**config.mk**
```make
export PLATFORM = sky130hd
export DESIGN_NAME = acc_unit
export DESIGN_NICKNAME = d
export VERILOG_FILES = /design/src/rtl/acc_unit.sv
export SDC_FILE = /design/constraint.sdc
export NUM_CORES = 1
export LEC_CHECK = 0
export CAP_MARGIN = 10
export CORE_ASPECT_RATIO = 1.2
export CORE_MARGIN = 10
export CORE_UTILIZATION = 50
export DETAILED_ROUTE_END_ITERATION = 10
export GPL_TIMING_DRIVEN = 0
export HOLD_SLACK_MARGIN = 0.12
export PLACE_DENSITY_LB_ADDON = 0.25
export SLEW_MARGIN = 30
export SYNTH_ARGS = -nofsm -noshare
export SYNTH_HDL_FRONTEND = slang
export SYNTH_SLANG_ARGS = --single-unit
```
**constraint.sdc**
```tcl
create_clock -name clk -period 8.2 [get_ports clk]
set_input_delay 1.64 -clock clk [delete_from_list [all_inputs] [get_ports clk]]
set_output_delay 1.64 -clock clk [all_outputs]
set_load 0.05 [all_outputs]
```
**src/rtl/acc_unit.sv**
```systemverilog
// Saturating accumulator (range -999..999) with single-cycle ADD/SUB/NOT/MOV/NOP.
// Define ACC_UNIT_MUL_EN to build the iterative 10-step MUL and its MUL/DONE states.

module add (
  input  logic signed [10:0] acc,
  input  logic signed [10:0] arg1,
  output logic signed [10:0] out
);
  logic signed [11:0] a_s;
  logic signed [11:0] b_s;
  logic signed [11:0] sum_s;

  // widen by one bit, add, and saturate the sum to +/-999
  always_comb begin
    a_s   = {acc[10], acc};
    b_s   = {arg1[10], arg1};
    sum_s = a_s + b_s;
    if (sum_s > 12'sd999) begin
      out = 11'sd999;
    end else if (sum_s < -12'sd999) begin
      out = -11'sd999;
    end else begin
      out = sum_s[10:0];
    end
  end
endmodule

module acc_unit (
  input  logic               clk,
  input  logic               rst,
  input  logic               op_valid,
  output logic               op_ready,
  input  logic [2:0]         op,
  input  logic signed [10:0] arg,
  output logic signed [10:0] acc,
  output logic               done,
  output logic               busy
);
  localparam logic [2:0] OP_ADD = 3'b001;
  localparam logic [2:0] OP_SUB = 3'b010;
  localparam logic [2:0] OP_NOT = 3'b100;
  localparam logic [2:0] OP_MOV = 3'b101;

`ifdef ACC_UNIT_MUL_EN
  localparam logic [2:0] OP_MUL = 3'b011;
  typedef enum logic [1:0] {IDLE = 2'd0, MUL = 2'd1, DONE = 2'd2} state_t;
`else
  typedef enum logic [0:0] {IDLE = 1'b0} state_t;
`endif

  state_t             state_r;
  state_t             state_nx_s;
  logic signed [10:0] acc_r;
  logic signed [10:0] acc_nx_s;
  logic signed [10:0] argc_s;
  logic signed [10:0] arg1_s;
  logic signed [10:0] add_out_s;
  logic               done_r;
  logic               done_nx_s;
  logic               busy_r;
  logic               op_ready_r;
  logic               accept_s;

  function automatic logic signed [10:0] clamp999(input logic signed [10:0] v);
    if (v > 11'sd999) begin
      clamp999 = 11'sd999;
    end else if (v < -11'sd999) begin
      clamp999 = -11'sd999;
    end else begin
      clamp999 = v;
    end
  endfunction

  add u_add (
    .acc  (acc_r),
    .arg1 (arg1_s),
    .out  (add_out_s)
  );

  // operand conditioning: clamp, then negate for SUB
  always_comb begin
    accept_s = op_valid && op_ready_r;
    argc_s   = clamp999(arg);
    if (op == OP_SUB) begin
      arg1_s = -argc_s;
    end else begin
      arg1_s = argc_s;
    end
  end

`ifdef ACC_UNIT_MUL_EN
  logic [19:0]        mcand_r;
  logic [9:0]         mplier_r;
  logic [19:0]        prod_r;
  logic [19:0]        prod_nx_s;
  logic [3:0]         cnt_r;
  logic               neg_r;
  logic [9:0]         mag_s;
  logic signed [10:0] mul_res_s;
  logic               mul_start_s;

  function automatic logic [9:0] mag10(input logic signed [10:0] v);
    if (v[10]) begin
      mag10 = 10'(-v);
    end else begin
      mag10 = v[9:0];
    end
  endfunction

  // one shift-add step and the signed, saturated result it would produce
  always_comb begin
    if (mplier_r[0]) begin
      prod_nx_s = prod_r + mcand_r;
    end else begin
      prod_nx_s = prod_r;
    end
    if (prod_nx_s > 20'd999) begin
      mag_s = 10'd999;
    end else begin
      mag_s = prod_nx_s[9:0];
    end
    // two's complement has no -0, so a zero magnitude always yields +0
    if (neg_r) begin
      mul_res_s = -$signed({1'b0, mag_s});
    end else begin
      mul_res_s = $signed({1'b0, mag_s});
    end
  end

  // multiplier datapath: load magnitudes on accept, then shift-add per edge
  always_ff @(posedge clk) begin
    if (rst) begin
      mcand_r  <= 20'd0;
      mplier_r <= 10'd0;
      prod_r   <= 20'd0;
      cnt_r    <= 4'd0;
      neg_r    <= 1'b0;
    end else if (mul_start_s) begin
      mcand_r  <= {10'd0, mag10(argc_s)};
      mplier_r <= mag10(acc_r);
      prod_r   <= 20'd0;
      cnt_r    <= 4'd0;
      neg_r    <= acc_r[10] ^ argc_s[10];
    end else if (state_r == MUL) begin
      mcand_r  <= mcand_r << 1;
      mplier_r <= mplier_r >> 1;
      prod_r   <= prod_nx_s;
      cnt_r    <= cnt_r + 4'd1;
    end else begin
      mcand_r  <= mcand_r;
      mplier_r <= mplier_r;
      prod_r   <= prod_r;
      cnt_r    <= cnt_r;
      neg_r    <= neg_r;
    end
  end
`endif

  // next-state and result selection
  always_comb begin
    state_nx_s = state_r;
    acc_nx_s   = acc_r;
    done_nx_s  = 1'b0;
`ifdef ACC_UNIT_MUL_EN
    mul_start_s = 1'b0;
`endif
    case (state_r)
      IDLE: begin
        if (accept_s) begin
          done_nx_s = 1'b1;
          case (op)
            OP_ADD, OP_SUB: acc_nx_s = add_out_s;
            OP_NOT: begin
              if (acc_r == 11'sd0) begin
                acc_nx_s = 11'sd100;
              end else begin
                acc_nx_s = 11'sd0;
              end
            end
            OP_MOV: acc_nx_s = argc_s;
`ifdef ACC_UNIT_MUL_EN
            OP_MUL: begin
              done_nx_s   = 1'b0;
              mul_start_s = 1'b1;
              state_nx_s  = MUL;
            end
`endif
            default: acc_nx_s = acc_r;
          endcase
        end else begin
          state_nx_s = IDLE;
        end
      end
`ifdef ACC_UNIT_MUL_EN
      MUL: begin
        if (cnt_r == 4'd9) begin
          state_nx_s = DONE;
          acc_nx_s   = mul_res_s;
          done_nx_s  = 1'b1;
        end else begin
          state_nx_s = MUL;
        end
      end
      DONE: state_nx_s = IDLE;
`endif
      default: state_nx_s = IDLE;
    endcase
  end

  // state and registered outputs; reset wins over any accepted operation
  always_ff @(posedge clk) begin
    if (rst) begin
      state_r    <= IDLE;
      acc_r      <= 11'sd0;
      done_r     <= 1'b0;
      busy_r     <= 1'b0;
      op_ready_r <= 1'b1;
    end else begin
      state_r    <= state_nx_s;
      acc_r      <= acc_nx_s;
      done_r     <= done_nx_s;
      busy_r     <= (state_nx_s != IDLE);
      op_ready_r <= (state_nx_s == IDLE);
    end
  end

  assign acc      = acc_r;
  assign done     = done_r;
  assign busy     = busy_r;
  assign op_ready = op_ready_r;
endmodule

```
* Word level (Yosys, flattened, before mapping) *
Index checks and enable logic that the tools add are counted.

cells by class
  order comparisons = 4
  reduce and logical (&&, ||, !) cells = 4
  equality and inequality tests = 4
  add/sub/neg operators = 2
  multiplexer cells = 8

operator list
  cell                                                  count
  two-way mux 11 bit                                    5
  case mux 11 bit (3 select lines)                      1
  adder 11 x 11 -> 12 bit                               1
  > comparator 12 x 11 -> 1 bit, second input constant  1
  < comparator 12 x 11 -> 1 bit, second input constant  1
  > comparator 11 bit, second input constant            1
  zero test 11 bit                                      1
  < comparator 11 bit, second input constant            1
  negation 11 bit                                       1
  two-way mux 7 bit                                     1
  == test 3 bit, second input constant                  2
  == test 3 x 1 -> 1 bit, second input constant         1
  == test 3 x 2 -> 1 bit, second input constant         1
  nonzero test 3 bit                                    1
  AND reduction 2 bit                                   1
  OR reduction 2 bit                                    1
  two-way mux 1 bit                                     1

storage, ports and cells
  register bits = 12
  output and inout port bits = 14

* Depth between registers and ports, before layout *
  depth after elaboration = 10
  gate-level depth with buffers = 24

* Modules after synthesis *
Synthesis repeated with hierarchy kept, for this count alone.

unflattened totals
  cell total of the unflattened synthesis = 262
  area total of the unflattened synthesis = 1925.6 um^2

by module, submodules not included
  module    sequential area each (um^2)  instances  cells an instance  area an instance (um^2)
  acc_unit  240.2                        1          151                1074.8
  add       0.0                          1          111                850.8

* Worst setup path after synthesis *
No wires, ideal clock.

  path kind = input port to flip-flop
  start = in arg[1]
  end = reg acc_r[3] (netlist: acc[3])
  path buffers = 1
  setup slack = 1.823 ns
  stages on the path = 22
  arrival = 6.316 ns
  cell sequence = or3_1 -> a311o_1 -> nand2_1 -> ha_1 -> clkbuf_1 -> or3_1 -> inv_1 -> ha_1 -> nand2_1 -> nor4_1 -> nor2_1 -> nand3_1 -> o211ai_1 -> ha_1 -> nor2b_1 -> a221o_1 -> a31oi_1 -> o311ai_1 -> or4b_4 -> o311a_1 -> a211oi_2 -> o221a_1

on the way
  word-level cells in the longest chain between the ends = 10
  elaborated cells between the ends (all ways) = 12

RTL lines
  item                                  line  RTL
  from (decl)                           34    input logic signed [10:0] arg,
  < comparator 11 bit                   67    end else if (v < -11'sd999) begin
  two-way mux 11 bit                    67
  two-way mux 11 bit (*)                65    if (v > 11'sd999) begin
  negation 11 bit                       85    arg1_s = -argc_s;
  two-way mux 11 bit                    84    if (op == OP_SUB) begin
  adder 11 x 11 -> 12 bit               17    sum_s = a_s + b_s;
  < comparator 12 x 11 -> 1 bit         20    end else if (sum_s < -12'sd999) begin
  two-way mux 11 bit                    20
  two-way mux 11 bit                    18    if (sum_s > 12'sd999) begin
  case mux 11 bit (3 select lines) (*)  171   case (op)
  to (signal assigned)                  220   acc_r <= acc_nx_s;
  to (decl)                             53    logic signed [10:0] acc_r;

Every way passes the cells marked *; elsewhere a longest branch is shown, timed or not.
A chain may end at the register's enable or synchronous reset.

* Final worst setup path *
  start = in arg[2]
  end = reg acc_r[0] (netlist: acc[0])

The elaborated chain is that of the path after synthesis.

==> metrics.yaml <==
final_layout:
  fin_nets: 321
  fillerInstances: 346
  layout.cells.most_common: "sky130_fd_sc_hd__nor2_1"
  register_area_sq_um: 240
  ant_diodes: 0
  final_cell_area_sq_mm: 0.00220
  postLayoutCoreUtil_pct: 61.6
  mostFrequentLayoutCells: "30 x sky130_fd_sc_hd__nor2_1, 28 x sky130_fd_sc_hd__clkdlybuf4s50_1, 26 x sky130_fd_sc_hd__a21oi_1"
  post_route_cells_drive_above_1_share_pct: 6.29
  area_growth_syn_to_layout_pct: 20.2
  multi_input_area_sq_mm: 0.00150
routing:
  detail-route-antenna-nets: 0
  wl_per_cell_um: 16.2
  drt_pass1_iterations: 5
  detail_route.iter0.violations: 125
  detail_route.vias_per_cell: 6.25
  number_of_design_rule_violations_left_after_detail_routing: 0
  drt-total-wl_um: 5260
  dr_total_vias: 2030
pwr:
  comb_power_share_pct: 63.4
  p_sw_uw: 158
  power_uw: 341
  clockPowerShare_pct: 15.9
  power_per_cell_area_mw_per_mm2: 155
  ir_drop_mv: 0.0610
  intPower_uw: 184
  cellLeakagePower_uw: 0.000893
  power.share.switching_pct: 46.2
  share_of_power_burned_in_registers_pct: 20.7
placed_design:
  dp_hpwl_um: 4420
  io_buffer_count: 28
  place_congestion: 0.876
  placement.cell_area_sq_mm: 0.00216
timing:
  hold_ws_ns: 0.545
  report.final.setup_viol: 0
  largest_clock_skew_in_the_final_design_ns: 0.000461
  rsz0062_at_grt: "no"
  tightest_slew_ns: 0.686
  total_negative_setup_slack_ns: 0
  final.min_clock_period_ns: 7.22
  fmax_ghz: 0.139
  timing.final.hold_violations: 0
  final-max-slew-violation-count: 0
  timing.slew.headroom_pct: 54.1
  post-route-period-util_pct: 88.0
global_route:
  grt_overflow_total: 0
  globalRouteMet1Util_pct: 18.7
  grt.busiest_layer: "met2"
  grt_first_pass_wirelength_um: 8920
  gr-usage-met3_pct: 1.72
  global_route.usage.total_pct: 16.8
  vias_in_the_first_global_route: 1955
  use_met2_pct: 30.5
  largest_net_degree_at_the_start_of_global_routing: 11
  grt_antenna_before_repair: 0
floorplanning:
  floorplan.core_area_sq_mm: 0.00357
  pin_count: 31
  die_area_sq_mm: 0.00649
  die_w_um: 75.2
  chipHeight_um: 86.3
  floorplan.initialDensity_pct: 51.2
  std_cell_rows: 24
clock_tree:
  ctsRootBufferMaster: "sky130_fd_sc_hd__clkbuf_8"
  clkLatencyLatePin_ns: 0.24
  cts_num_sinks: 12
  cts_buffers: 3
  h-tree-depth: 1
  cts.hold.buffers_added: 0
  ctsLongestPathBuffers: 2
  cts_setup_buffers: 0
  post_cts.resized_instances: 0
  tritoncts: "built"
  clkSlewWorstSetupHoldPaths_ns: 0.05
worst_setup_path:
  critical_path.endpoint_type: "register"
  crit-reg2reg-launch: "acc[0]$_SDFFE_PP0P_"
  slowest_stage: "sky130_fd_sc_hd__or3_1"
  startpoint_type_of_the_worst_setup_path: "primary input"
  critical_path.most_common_cell: "sky130_fd_sc_hd__nand2_1"
  highest_fanout_seen_on_the_critical_path: 10
  cpPeakStageDelay_ns: 0.46
  worst_ep_arrival_time_ns: 7.37
  timing.setup.critical_path_class: "in -> reg"
  reg2regPathDepth: 11
  critical_path_required_ns: 8.36
  timing.critical_path.cells: "clkdlybuf4s50_1 -> or3_1 -> a311o_1 -> nand2_1 -> ha_1 -> clkbuf_1 -> or3_1 -> inv_1 -> ha_1 -> nand2_1 -> nor4_1 -> nand2_1 -> nand2_1 -> a21oi_1 -> o211ai_1 -> ha_1 -> a21o_2 -> o2bb2ai_1 -> a21o_2 -> a21oi_1 -> and4_1 -> a21o_1 -> a31oi_1 -> a311oi_1"
  rrSetupSlack_ns: 5.00
  worstReg2RegEnd: "acc[3]$_SDFFE_PP0P_"
synthesis:
  post_synth_inst_count: 255
  netlist_top_cells_area: "sky130_fd_sc_hd__dfxtp_1 13%, sky130_fd_sc_hd__ha_1 10%, sky130_fd_sc_hd__a21oi_1 7.1%"
  dominantRegCellSynth: "sky130_fd_sc_hd__dfxtp_1"
  synthDistinctLibCells: 56
  synthArstFlopShare_pct: 0
  synth_top_area_share_pct: 13.1
  synth_sequential_area_ratio_pct: 13.1
  number_of_warnings_issued_by_yosys: 0
  netlist_area_sq_mm: 0.00183
  synth-edff-count: 0
  synth_top_cell_by_area: "sky130_fd_sc_hd__dfxtp_1"
  synth.avg_cell_area_sq_um: 7.18
  synthesized_net_count: 288
  ys_seq_elements: 12
hold_path:
  hold_path_class: "reg -> reg"
  hold_end: "acc[9]$_SDFFE_PP0P_"
  hold_path.startpoint: "acc[9]$_SDFFE_PP0P_"
  worst_hold_path.num_cells: 2
status:
  run_status: "finished, final reports clean"
job:
  maxCapViolations: 0
[logic make-up (layout without fill, tap and decap cells)]
group | after synthesis | after routing | synth area share (%)
AO/OA/AOI/OAI | 96 | 96 | 38.3
XOR/XNOR | 13 | 13 | 6.22
adder cells (fa/ha/maj) | 16 | 16 | 11.3
buffers and inverters | 23 | 54 | 5.19
flip-flops | 12 | 12 | 13.1
other | 2 | 2 | 0.410
AND/OR/NAND/NOR | 93 | 93 | 25.4
[how the worst max path moves through the flow]
stage | from | endpoint | slack, ns | cells after the start
2_1_floorplan | arg[1] | acc[3]$_SDFFE_PP0P_ | 1.82 | 22
3_3_place_gp | arg[2] | acc[3]$_SDFFE_PP0P_ | 0.81 | 23
3_5_place_dp | arg[2] | acc[3]$_SDFFE_PP0P_ | 0.73 | 23
4_1_cts | arg[2] | acc[3]$_SDFFE_PP0P_ | 0.99 | 23
5_1_grt | arg[1] | acc[9]$_SDFFE_PP0P_ | 0.64 | 24
6_report | arg[2] | acc[0]$_SDFFE_PP0P_ | 0.98 | 24
[state kept, by name, summed over array words and instances, names as in the netlist]
register / flops
done: 1
acc: 11
[routing by layer]
| metal | vias up | part of all wire [%] | wire length, um |
|---|---|---|---|
| li1 | 1015 | - | - |
| met1 | 936 | 41 | 2170 |
| met2 | 68 | 51 | 2700 |
| met3 | 11 | 4.7 | 247 |
| met4 | 0 | 2.7 | 142 |
| met5 | - | 0 | 0 |
[through the flow]
stage	setup slack [ns]	instances
CTS	0.985	325
global route	0.644	325
global placement	0.809	322
detailed placement	0.731	322
finish	0.982	325
floorplan	1.82	255
[cell type report]
type	count	area share [%]
buffer	8	1.76
clock buffer	3	1.88
inverter	15	2.56
multi-input combinational	220	67.9
sequential	12	10.9
tap	39	2.22
timing repair buffer	28	12.7
[power groups by stage]
stage               clock (uW)  sequential [uW]  combinational, uW
CTS                       54.2             70.4                215
global placement             0             71.5                211
floorplan                    0             88.1                142
finish                    54.2             70.6                216
detailed placement           0             71.6                214
global route              55.2             71.2                237
[critical path: cells and delay by family]
family,cells,cell delay [ns]
AO/OA/AOI/OAI,10,2.39
AND/OR/NAND/NOR,8,1.90
adder cells (fa/ha/maj),3,0.71
buffers and inverters,3,0.74
[synthesized netlist by cell type, types with 6 or more instances]
library cell / instances
sky130_fd_sc_hd__inv_1: 15
sky130_fd_sc_hd__o21ai_0: 13
sky130_fd_sc_hd__a21oi_1: 26
sky130_fd_sc_hd__a21o_1: 6
sky130_fd_sc_hd__xnor2_1: 9
sky130_fd_sc_hd__nor2_1: 30
sky130_fd_sc_hd__a211oi_1: 9
sky130_fd_sc_hd__ha_1: 15
sky130_fd_sc_hd__dfxtp_1: 12
sky130_fd_sc_hd__nand2_1: 24
Power figures use the tool's default switching activity.
